**config.mk**
```make
export PLATFORM = sky130hd
export DESIGN_NAME = led_spinner_core
export DESIGN_NICKNAME = d
export VERILOG_FILES = /design/src/rtl/led_spinner_core.sv
export SDC_FILE = /design/constraint.sdc
export NUM_CORES = 1
export LEC_CHECK = 0
export ABC_AREA = 1
export ABC_CLOCK_PERIOD_IN_PS = 2800
export CAP_MARGIN = 15
export CORE_AREA = 10 10 91 93
export CTS_BUF_LIST = sky130_fd_sc_hd__clkbuf_2
export DETAILED_ROUTE_END_ITERATION = 6
export DIE_AREA = 0 0 101 103
export PLACE_DENSITY = 0.65
export REMOVE_ABC_BUFFERS = 1
export SETUP_SLACK_MARGIN = 0.05
export SYNTH_ARGS = -nofsm -noshare
export SYNTH_HDL_FRONTEND = slang
export SYNTH_SLANG_ARGS = --single-unit
```
**constraint.sdc**
```tcl
create_clock -name clk -period 2.8 [get_ports clk]
set_clock_uncertainty 0.1 [all_clocks]
set_input_delay 0.7 -clock clk [delete_from_list [all_inputs] [get_ports clk]]
set_output_delay 0.7 -clock clk [all_outputs]
set_load 0.02 [all_outputs]
```
**src/rtl/led_spinner_core.sv**
```systemverilog
// led_spinner_core: 6-position LED roulette with stop, guess compare and win/lose result.
// Optional LEDSPINNER_DIR_EN: ui_in[6] selects reverse stepping.
module led_spinner_core #(
  parameter int CLK_HZ  = 50_000_000,
  parameter int NUM_POS = 6
) (
  input  logic       clk,
  input  logic       rst,
  input  logic [7:0] ui_in,
  input  logic [7:0] uio_in,
  input  logic       ena,
  output logic [7:0] uo_out,
  output logic [7:0] uio_out,
  output logic [7:0] uio_oe
);
  localparam logic [22:0] R10  = 23'(CLK_HZ / 10 - 1);
  localparam logic [22:0] R100 = 23'(CLK_HZ / 100 - 1);
  localparam logic [22:0] R1K  = 23'(CLK_HZ / 1000 - 1);
  localparam logic [22:0] R10K = 23'(CLK_HZ / 10000 - 1);
  localparam logic [2:0]  LAST = 3'(NUM_POS - 1);

  logic [22:0] cnt_q, cnt_d, reload;
  logic [2:0]  pos_q, pos_d;
  logic        stop_m_q, stop_m_d, stop_s_q, stop_s_d;
  logic [5:0]  guess_m_q, guess_m_d, guess_s_q, guess_s_d, onehot;
  logic        rv_q, rv_d, win_q, win_d, lose_q, lose_d;
  logic        tc, step, hit, dir;
  logic        unused_ok;

`ifdef LEDSPINNER_DIR_EN
  assign dir = ui_in[6];
`else
  assign dir = 1'b0;
`endif
  assign unused_ok = &{1'b0, ena, ui_in[6:4], uio_in[7:6]};

  always_comb begin
    reload = ui_in[3:0] == 4'b0001 ? R10 :
             ui_in[3:0] == 4'b0010 ? R100 :
             ui_in[3:0] == 4'b1000 ? R10K : R1K;
    // >= so a switch to a faster rate never runs past terminal count
    tc        = cnt_q >= reload;
    step      = ~stop_s_q & tc;
    cnt_d     = stop_s_q ? cnt_q : tc ? 23'd0 : cnt_q + 23'd1;
    pos_d     = ~step ? pos_q :
                dir ? (pos_q == 3'd0 ? LAST : pos_q - 3'd1) :
                (pos_q == LAST ? 3'd0 : pos_q + 3'd1);
    onehot    = 6'b1 << pos_q;
    hit       = |(guess_s_q & onehot);
    stop_m_d  = ui_in[7];
    stop_s_d  = stop_m_q;
    guess_m_d = uio_in[5:0];
    guess_s_d = guess_m_q;
    // result latches on the first stopped clock and clears as soon as the wheel runs
    rv_d      = stop_s_q;
    win_d     = stop_s_q & (rv_q ? win_q : hit);
    lose_d    = stop_s_q & (rv_q ? lose_q : ~hit);
  end

  always_ff @(posedge clk or posedge rst) begin
    if (rst) begin
      cnt_q     <= '0;
      pos_q     <= '0;
      stop_m_q  <= 1'b0;
      stop_s_q  <= 1'b0;
      guess_m_q <= '0;
      guess_s_q <= '0;
      rv_q      <= 1'b0;
      win_q     <= 1'b0;
      lose_q    <= 1'b0;
    end else begin
      cnt_q     <= cnt_d;
      pos_q     <= pos_d;
      stop_m_q  <= stop_m_d;
      stop_s_q  <= stop_s_d;
      guess_m_q <= guess_m_d;
      guess_s_q <= guess_s_d;
      rv_q      <= rv_d;
      win_q     <= win_d;
      lose_q    <= lose_d;
    end
  end

  assign uo_out  = {win_q, ~stop_s_q, onehot};
  assign uio_out = {rv_q, lose_q, 6'b0};
  assign uio_oe  = 8'hC0;
endmodule

```
==> results.json, run 1 <==
{
  "status": "finished, final reports clean",
  "worst_setup_path_start_kind": "input pin",
  "cp_common_cell": "nand2_1",
  "setup_viol_count_final": 0,
  "synth_area_leaders": "dfrtp_1 (39%), nand2_1 (13%), ha_1 (8.2%), inv_1 (6.0%), nor2_1 (5.5%)",
  "diodes": 0,
  "drive_gt1_share_pct": 17.1,
  "stdcell_area_mm2": 0.00326,
  "grt_max_degree": 24,
  "p_comb_share_pct": 20.0,
  "synth_compound_area_share_pct": 3.37,
  "synth-edff-count": 0,
  "htree_levels": 2,
  "fin_cells": 478,
  "synth_top_family_by_area": "simple AND/OR/NAND/NOR gates",
  "fin_util_pct": 49.7,
  "cp_data_required_time_ns": 3.04,
  "worst-path-max-fanout": 8,
  "dieHeight_um": 103,
  "drv_cap": 0,
  "seqPwrFrac_pct": 56.7,
  "vdd_drop_max_mv": 0.248,
  "timing.fmax_mhz": 373,
  "fp.coreArea_mm2": 0.00657,
  "yosysTopAreaCellShare_pct": 39.2,
  "power.density_mw_per_mm2": 391,
  "pwr-share-clk_pct": 23.3,
  "routed_wl_mm": 6.32,
  "maxSlewViolCount": 0,
  "die-width_um": 101,
  "dieArea_mm2": 0.0104,
  "area_delta_synth_final_pct": 18.9,
  "synthAdderAreaFrac_pct": 8.20,
  "swShare_pct": 33.7,
  "cts_tree": "done",
  "synth_area_per_cell_um2": 7.63,
  "endpoint_kind": "flip-flop",
  "post-place-ws_ns": -0.509,
  "synthCells": 360,
  "place_congestion": 0.896,
  "path_class": "in2reg",
  "ys_warn_count": 0,
  "yosysTopAreaCell": "dfrtp_1",
  "cts_sinks": 43,
  "tightest_slew_ns": 0.774,
  "path_buf_inv": 6,
  "p_sw_w": 0.000430,
  "crit_chain": "clkdlybuf4s15_1, inv_1, nor4_2, buf_4, clkinvlp_4, buf_6, ha_4, nand2_1, nor2_1, nand2_1, nor2_1, nand2_1, nand2_2, nor2_4, nor2_8, clkbuf_16, nor2_4",
  "arrival_ns": 2.92,
  "multi_input_area_mm2": 0.00148,
  "seq_area_mm2": 0.00108,
  "via_per_inst": 4.81,
  "port_buffers": 22,
  "syn_area_mm2": 0.00275,
  "hold_violations": 0,
  "clockBufferDepth": 2,
  "antenna_found_initial": 0,
  "place_inst": 464,
  "internal-power_w": 0.000845,
  "cts.clk_slew.worst_paths_ns": 0.24,
  "drc_errors": 0,
  "fin_crit_ns": 2.68,
  "rows": 30,
  "synth_common_cells": "nand2_1 (98), inv_1 (44), dfrtp_1 (43), nor2_1 (40), nand3_1 (23)",
  "leakagePower_nw": 1.63,
  "worst-path-stages": 17,
  "synth_cell_type_count": 28,
  "crit_slowest_cell": "ha_4",
  "nNetsFinal": 434,
  "fin_crit_sh_pct": 95.6,
  "initial_core_util_pct": 41.8,
  "grt-ovfl-total": 0,
  "crit_family": "buffers and inverters",
  "grt.total_usage_pct": 12.0,
  "dpl_cell_area_mm2": 0.00305,
  "ys_async_sr_fraction_pct": 100,
  "drtIter0Drc": 140,
  "grt_pass1_wl_mm": 10.2,
  "synthSimpleGateAreaFrac_pct": 32.9,
  "post-synth-top-count-cell": "nand2_1",
  "slew_headroom_pct": 48.0,
  "yosysSeqAreaShare_pct": 39.2,
  "fillers": 629,
  "synth_mux_area_share_pct": 0,
  "ff2ff_path_depth": 11,
  "worstHoldPathType": "reg2reg",
  "cts_made_buffers": 5,
  "post-dp-hpwl_mm": 4.79,
  "timing.final.ws_setup_ns": 0.122,
  "synthXorXnorAreaFrac_pct": 3.83,
  "max_stage_delay_ns": 0.27,
  "synth_seq_cells": 43,
  "hold_depth": 0,
  "cts_root_buf": "clkbuf_2",
  "wl_per_cell_um": 13.2,
  "ys.flop_type": "dfrtp_1",
  "ctsHoldBuffers": 0,
  "dr.pass1.iters": 5,
  "finalPower_w": 0.00127,
  "grt_pass1_vias": 2206,
  "vias": 2298,
  "num_io_pins": 43,
  "ant_nets": 0,
  "insertion_delay_ns": 0.42
}
-- cells by family after synthesis --
family,Yosys count
and+or+nand+nor,201
buffers and inverters,66
DFF,43
AOI/OAI and AO/OA,18
adders and majority gates,18
xor gates and xnor gates,12
other,2
-- area by class of cell --
type,count,area share (%)
multi-input combinational,263,45.4
sequential,43,33.0
timing repair buffer,38,11.5
inverter,46,5.40
tap,80,3.07
clock inverter,3,0.805
clock buffer,5,0.767
-- power by group through the flow --
| stage | sequential [W] | combinational (W) | clock [W] |
|---|---|---|---|
| 6_report | 0.000723 | 0.000255 | 0.000297 |
| 4_1_cts | 0.000724 | 0.000250 | 0.000308 |
| 5_1_grt | 0.000732 | 0.000293 | 0.000335 |
| 3_3_place_gp | 0.000732 | 0.000243 | 0 |
| 2_1_floorplan | 0.000721 | 0.000172 | 0 |
| 3_5_place_dp | 0.000736 | 0.000247 | 0 |
-- through the flow --
stage | hold slack, ns | TNS (ns)
after floorplan | 0.231 | 0
after global placement | 0.232 | -11.08
after detailed placement | 0.239 | -12.55
after CTS | 0.290 | 0
after global routing | 0.299 | -0.00325
final | 0.285 | 0
-- flip-flops by register name (all words and copies together) (netlist names) --
| signal | cells |
|---|---|
| cnt_q | 23 |
| guess_m_q | 6 |
| guess_s_q | 6 |
| pos_q | 3 |
| lose_q | 1 |
| rv_d | 1 |
| rv_q | 1 |
| stop_m_q | 1 |
| win_q | 1 |
-- cell usage in the layout (no fill, tap or decap), drive strengths merged --
master	Yosys	layout
a21oi	9	9
and3	1	1
buf	19	15
clkbuf	1	9
clkdlybuf4s15	0	1
clkdlybuf4s50	0	13
clkinv	0	2
clkinvlp	0	1
conb	2	14
dfrtp	43	43
dlygate4sd2	0	3
dlymetal6s2s	0	2
ha	18	18
inv	46	46
nand2	101	101
nand3	23	23
nand3b	2	2
nand4	7	7
nor2	55	55
nor3	9	9
nor4	2	2
o21ai	8	8
o21bai	1	1
or2	1	1
xnor2	6	6
xor2	6	6
-- timing repair --
| item | 4_1_cts | 5_1_grt |
|---|---|---|
| resized for setup | 19 | 20 |
| setup buffers | 1 | 4 |
| pin swaps | 7 | 7 |
| setup endpoints to repair | 30 | 29 |
| cloned | 0 | 1 |
-- layer usage --
metal | up-vias | GRT usage [%] | share of wire [%]
li1 | 1172 | - | -
met1 | 1074 | 15.6 | 47
met2 | 43 | 19.8 | 48
met3 | 9 | 1.81 | 3.8
met4 | 0 | 4.18 | 1.4
met5 | - | 0 | 0
-- path summary, 6_finish.rpt --
| path | from | end | slack, ns |
|---|---|---|---|
| hold reg to reg | guess_m_q[2] | guess_s_q[2] | 0.28 |
| setup reg to reg | cnt_q[19] | cnt_q[6] | 0.75 |
| setup / recovery | ui_in[1] | cnt_q[6] | 0.12 |
| max in group asynchronous | rst | pos_q[1] | 1.60 |
| min in group asynchronous | rst | cnt_q[11] | 0.49 |
| hold / removal | guess_m_q[2] | guess_s_q[2] | 0.28 |
Power figures use the tool's default switching activity.
==> inputs of run 2 (changes only) <==
--- a/config.mk
+++ b/config.mk
@@ -5,14 +5,13 @@
 export SDC_FILE = /design/constraint.sdc
 export NUM_CORES = 1
 export LEC_CHECK = 0
-export ABC_AREA = 1
+export ABC_AREA = 0
 export ABC_CLOCK_PERIOD_IN_PS = 2800
-export CAP_MARGIN = 15
-export CORE_AREA = 10 10 91 93
+export CORE_AREA = 10 10 87 89
 export CTS_BUF_LIST = sky130_fd_sc_hd__clkbuf_2
 export DETAILED_ROUTE_END_ITERATION = 6
-export DIE_AREA = 0 0 101 103
-export PLACE_DENSITY = 0.65
+export DIE_AREA = 0 0 97 99
+export PLACE_DENSITY = 0.66
 export REMOVE_ABC_BUFFERS = 1
 export SETUP_SLACK_MARGIN = 0.05
 export SYNTH_ARGS = -nofsm -noshare
==> run 2 against run 1 <==
Against the previous run: critical path depth decreased by 8; maximum frequency rose by 0.33%; sequential power up 9.1%; flip-flop and latch count did not move; utilization is 0.19 points lower; largest power group unchanged.
==> results.json, run 2 <==
{
  "status": "finished, final reports clean",
  "fillers": 533,
  "arrival_ns": 2.90,
  "post-dp-hpwl_mm": 3.77,
  "grt_use_met1_pct": 11.4,
  "worstHoldStart": "guess_m_q[3]",
  "yosysTopAreaCell": "dfrtp_1",
  "fin_crit_ns": 2.67,
  "place_inst": 343,
  "post-synth-top-count-cell": "dfrtp_1",
  "ys_async_sr_fraction_pct": 100,
  "hold_violations": 0,
  "worst-path-max-fanout": 6,
  "dr.pass1.iters": 4,
  "final_cell_mix": "dfrtp_1 (42), nor2_1 (24), nand2_1 (15), ha_1 (15)",
  "clockBufferDepth": 2,
  "setup_viol_count_final": 0,
  "grt_pass1_vias": 1849,
  "grt_util_met3_pct": 2.37,
  "via_per_inst": 5.03,
  "synth-edff-count": 0,
  "vias": 1765,
  "tightest_slew_ns": 0.534,
  "drtIter0Drc": 41,
  "path_buf_inv": 1,
  "timing.fmax_mhz": 375,
  "power.density_mw_per_mm2": 576,
  "wl_per_cell_um": 14.4,
  "synth_common_cells": "dfrtp_1 (43), nor2_1 (25), ha_1 (18), buf_4 (17), nand2_1 (17)",
  "dieArea_mm2": 0.00960,
  "drc_errors": 0,
  "grt.busiest_layer": "met2",
  "num_io_pins": 43,
  "grt-ovfl-total": 0,
  "crit_chain": "clkdlybuf4s15_1, or4b_4, nand2_1, ha_1, nand4_1, nor4_4, o21ai_2, a311oi_2, mux2_1",
  "fp.coreArea_mm2": 0.00585,
  "cts_tree": "done",
  "maxSlewViolCount": 0,
  "synth_seq_cells": 43,
  "place_congestion": 0.812,
  "drv_cap": 0,
  "cts_setup_buffers": 0,
  "grt.total_usage_pct": 10.5,
  "top_regs": "cnt_q x23, guess_m_q x6, guess_s_q x6",
  "grt_pass1_wl_mm": 8.55,
  "regToRegSetupSlack_ns": 0.54,
  "worst_setup_path_start_kind": "input pin",
  "worstReg2RegStart": "cnt_q[16]",
  "cts_sinks": 43,
  "use_met2_pct": 18.9,
  "htree_levels": 2,
  "synthCells": 241,
  "worstHoldPathType": "reg2reg",
  "regMostFlops": "cnt_q",
  "grt_max_degree": 44,
  "dieHeight_um": 99,
  "ys.flop_type": "dfrtp_1",
  "ctsHoldBuffers": 0,
  "crit_family": "simple AND/OR/NAND/NOR gates",
  "synth_cell_type_count": 43,
  "yosysTopAreaCellShare_pct": 43.6,
  "insertion_delay_ns": 0.41,
  "port_buffers": 22,
  "routed_wl_mm": 5.04,
  "post-place-ws_ns": -0.833,
  "ff2ff_path_depth": 6,
  "rows": 28,
  "initial_core_util_pct": 42.2,
  "nNetsFinal": 312,
  "cts.clk_slew.worst_paths_ns": 0.23,
  "r2r-end": "pos_q[1]",
  "crit_slowest_cell": "or4b_4",
  "vdd_drop_max_mv": 0.290,
  "cp_data_required_time_ns": 3.03,
  "fin_cells": 351,
  "die-width_um": 97,
  "synth_area_per_cell_um2": 10.2,
  "rsz0062_at_grt": "false",
  "synth_area_leaders": "dfrtp_1 (44%), ha_1 (9.1%), buf_4 (5.2%), xor2_1 (3.9%), nor2_1 (3.8%)",
  "endpoint_kind": "flip-flop",
  "final_common_cell": "dfrtp_1",
  "largest_register_ffs": 23,
  "slew_headroom_pct": 64.4,
  "ys_warn_count": 0,
  "antenna_found_initial": 0,
  "drive_gt1_share_pct": 15.9,
  "syn_area_mm2": 0.00247,
  "max_stage_delay_ns": 0.55,
  "timing.final.ws_setup_ns": 0.131,
  "diodes": 0,
  "fin_crit_sh_pct": 95.3,
  "min_to": "guess_s_q[3]",
  "finalSetupTns_ns": 0,
  "area_delta_synth_final_pct": 17.5,
  "cts_made_buffers": 5,
  "yosysSeqAreaShare_pct": 43.6,
  "path_class": "in2reg",
  "ant_nets": 0,
  "hold_depth": 0,
  "leakagePower_nw": 1.38,
  "cts_root_buf": "clkbuf_2",
  "holdWs_ns": 0.279
}
-- run 2: cell types whose count changed in the layout (fill, tap and decap cells not counted), moves of 5 or more --
cell     before  now
nor2_1       38   24
xor2_1        6   11
nand2_1      95   15
nor2_2       13    1
and3_1        0    6
nand3_1      22   11
inv_1        41    9
and2_1        0    5
-- run 2: layout make-up --
class                      count  area [um^2]  share of cell area (%)
multi-input combinational    179         1300                    44.8
clock buffer                   5         25.0                   0.864
sequential                    43         1080                    37.2
clock inverter                 3         46.3                    1.60
timing repair buffer          36          319                    11.0
tap                           75         93.8                    3.24
inverter                      10         37.5                    1.30
-- run 2: per-layer routing --
metal | share of wire, % | wire (um)
met1 | 42 | 2100
met2 | 53 | 2660
met3 | 3.9 | 198
met4 | 1.5 | 78
met5 | 0 | 0
-- run 2: worst max path at each step --
stage | slack (ns) | start | cells past startpoint | end
floorplan | -0.52 | ui_in[0] | 7 | pos_q[2]
global placement | -0.81 | ui_in[0] | 8 | pos_q[1]
detailed placement | -0.83 | ui_in[0] | 8 | pos_q[1]
CTS | 0.06 | pos_q[2] | 3 | uo_out[4]
global route | 0.05 | ui_in[3] | 8 | pos_q[1]
finish | 0.13 | ui_in[3] | 9 | pos_q[1]
-- run 2: worst reg2reg max path: cells and delay by family (launching register included) --
| family | cells | cell delay [ns] |
|---|---|---|
| DFF | 1 | 0.50 |
| and+or+nand+nor | 2 | 0.49 |
| adders and majority gates | 1 | 0.33 |
| muxes | 1 | 0.34 |
| AOI/OAI and AO/OA | 2 | 0.42 |
-- run 2: repair_timing --
| action | 4_1_cts | 5_1_grt |
|---|---|---|
| setup endpoints to repair | 27 | 20 |
| gates resized for setup | 9 | 17 |
| endpoints found under the hold margin | 0 | 0 |
| pin swaps | 7 | 7 |
-- run 2: power breakdown --
| group | switching [W] | total [W] | internal, W |
|---|---|---|---|
| sequential | 0.0000903 | 0.000789 | 0.000699 |
| clock | 0.000215 | 0.000369 | 0.000154 |
| combinational | 0.000284 | 0.000510 | 0.000226 |
| total | 0.000589 | 0.00167 | 0.00108 |
-- run 2: cells by family (layout without fill, tap and decap cells) --
| logic type | after synthesis | after routing | synth area share, % |
|---|---|---|---|
| flops | 43 | 43 | 43.6 |
| compound gates | 26 | 26 | 8.42 |
| simple gates | 100 | 100 | 22.9 |
| fa+ha+maj | 18 | 18 | 9.13 |
| mux | 2 | 2 | 0.913 |
| buf+inv | 31 | 54 | 7.91 |
| xor+xnor | 19 | 19 | 6.75 |
| other cells | 2 | 14 | 0.305 |
-- run 2: metrics by stage --
step | area, um^2 | utilization (%) | power, W
after floorplan | 2350 | - | 0.00112
after CTS | 2860 | 48.9 | 0.00169
final | 2900 | 49.5 | 0.00167
after detailed placement | 2770 | 47.4 | 0.00132
after global routing | 2900 | 49.5 | 0.00178
after global placement | 2770 | 47.4 | 0.00131
==> inputs of run 3 (changes only) <==
--- a/config.mk
+++ b/config.mk
@@ -11,8 +11,9 @@
 export CTS_BUF_LIST = sky130_fd_sc_hd__clkbuf_2
 export DETAILED_ROUTE_END_ITERATION = 6
 export DIE_AREA = 0 0 97 99
+export GPL_TIMING_DRIVEN = 0
 export PLACE_DENSITY = 0.66
-export REMOVE_ABC_BUFFERS = 1
+export RECOVER_POWER = 50
 export SETUP_SLACK_MARGIN = 0.05
 export SYNTH_ARGS = -nofsm -noshare
 export SYNTH_HDL_FRONTEND = slang
==> run 3 against run 2 <==
Against the previous run: the flow now finishes with violations (capacitance limit, slew limit); largest power group unchanged; critical path depth down 1; first-iteration DRC count up 100%; combinational power up 7.1%; wire length up 0.22%; register-to-register slack better by 0.08 ns; flip-flop and latch count unchanged; maximum frequency down 0.64%; critical path type unchanged; power up 3.0%; clock power up 1%.
==> results.json, run 3 (synthesized netlist as in run 2, its figures left out) <==
{
  "fp.coreArea_mm2": 0.00585,
  "arrival_ns": 2.94,
  "regToRegSetupSlack_ns": 0.62,
  "vias": 1777,
  "place_inst": 350,
  "cts_sinks": 43,
  "cp_data_required_time_ns": 3.05,
  "crit_family": "simple AND/OR/NAND/NOR gates",
  "dr.pass1.iters": 4,
  "cts.clk_slew.worst_paths_ns": 0.24,
  "drv_cap": 1,
  "power.density_mw_per_mm2": 566,
  "drc_errors": 0,
  "finalPower_w": 0.00172,
  "rows": 28,
  "rsz0062_at_grt": "true",
  "largest_register_ffs": 23,
  "maxSlewViolCount": 44,
  "worst_setup_path_start_kind": "input pin",
  "htree_levels": 2,
  "fin_crit_sh_pct": 96.0,
  "setup_viol_count_final": 0,
  "port_buffers": 22,
  "die-width_um": 97,
  "cts_made_buffers": 5,
  "grt.total_usage_pct": 10.6,
  "fin_cells": 361,
  "grt_pass1_wl_mm": 8.60,
  "cts_root_buf": "clkbuf_2",
  "worstReg2RegStart": "cnt_q[9]",
  "violations": "capacitance limit, slew limit",
  "endpoint_kind": "flip-flop",
  "dpl_cell_area_mm2": 0.00287,
  "num_io_pins": 43,
  "max_stage_delay_ns": 0.55,
  "crit_slowest_cell": "or4b_4",
  "holdWs_ns": 0.255,
  "dieHeight_um": 99,
  "vdd_drop_max_mv": 0.442,
  "worst-path-stages": 8,
  "antenna_found_initial": 0,
  "drtIter0Drc": 82,
  "nNetsFinal": 322,
  "cts_tree": "done",
  "stdcell_area_mm2": 0.00304,
  "final_cell_mix": "dfrtp_1 (42), nor2_1 (25), buf_4 (20)",
  "via_per_inst": 4.92,
  "place_congestion": 0.778,
  "dieArea_mm2": 0.00960,
  "timing.fmax_mhz": 372,
  "drive_gt1_share_pct": 18.9,
  "wl_per_cell_um": 14.0,
  "tightest_slew_ns": 1.55,
  "initial_core_util_pct": 42.2,
  "ff2ff_path_depth": 6,
  "diodes": 0,
  "ant_nets": 0,
  "crit_chain": "clkdlybuf4s15_1, or4b_4, ha_4, nand4_1, o221ai_2, nand2_4, a311oi_2, mux2_4",
  "final_common_cell": "dfrtp_1",
  "ctsHoldBuffers": 0,
  "post-dp-hpwl_mm": 3.72,
  "top_regs": "cnt_q x23, guess_m_q x6, guess_s_q x6",
  "crit_path_start": "ui_in[0]",
  "slew_headroom_pct": -3.60,
  "regMostFlops": "cnt_q",
  "endpoint": "pos_q[1]",
  "routed_wl_mm": 5.06,
  "insertion_delay_ns": 0.43,
  "grt_pass1_vias": 1788,
  "fin_crit_ns": 2.69,
  "area_delta_synth_final_pct": 23.1,
  "path_buf_inv": 1,
  "worst-path-max-fanout": 7,
  "r2r-end": "pos_q[1]",
  "hold_violations": 0,
  "leakagePower_nw": 1.46,
  "status": "complete, but fails checks",
  "clockBufferDepth": 2,
  "worstHoldPathType": "reg2reg",
  "grt-ovfl-total": 0,
  "path_class": "in2reg",
  "grt_max_degree": 44
}
[run 3: worst min path at each step]
stage / endpoint / slack (ns) / depth (start not counted) / startpoint
after floorplan: guess_s_q[0] / 0.23 / 0 / guess_m_q[0]
after global placement: guess_s_q[5] / 0.23 / 0 / guess_m_q[5]
after detailed placement: guess_s_q[1] / 0.23 / 0 / guess_m_q[1]
after CTS: guess_s_q[3] / 0.27 / 0 / guess_m_q[3]
after global routing: guess_s_q[3] / 0.28 / 0 / guess_m_q[3]
final: guess_s_q[3] / 0.26 / 0 / guess_m_q[3]
[run 3: stage by stage]
stage               setup WS, ns  setup TNS [ns]  utilization [%]
finish                     0.113               0             51.9
global route             0.00576               0             51.9
CTS                       0.0412               0             51.3
detailed placement        -0.875          -19.86             49.1
global placement          -0.821          -18.44             49.1
floorplan                 -0.149           -1.03                -
[run 3: per-layer routing]
layer | part of all wire (%) | global-route usage [%]
met2 | 50 | 18.1
met5 | 0 | 0
met1 | 44 | 12.4
met4 | 1.5 | 4.09
met3 | 3.8 | 2.72
[run 3: repair_timing]
item / CTS / global route
resized for setup: 20 / 5
pin swaps: 9 / 4
endpoints found under the setup margin: 28 / 17
buffers inserted: 3 / 1
[run 3: layout make-up]
type	count	area, um^2
Inverter	10	37.5
Tap cell	75	93.8
Clock inverter	3	47.5
Timing Repair Buffer	26	256
Sequential cell	43	1080
Fill cell	525	2820
Clock buffer	5	25.0
Multi-Input combinational cell	179	1340
Buffer	20	154
[run 3: where the power goes]
part	switching (W)	total [W]	internal [W]
Combinational	0.000294	0.000546	0.000252
Sequential	0.0000994	0.000798	0.000699
Clock	0.000217	0.000373	0.000156
Total	0.000611	0.00172	0.00111
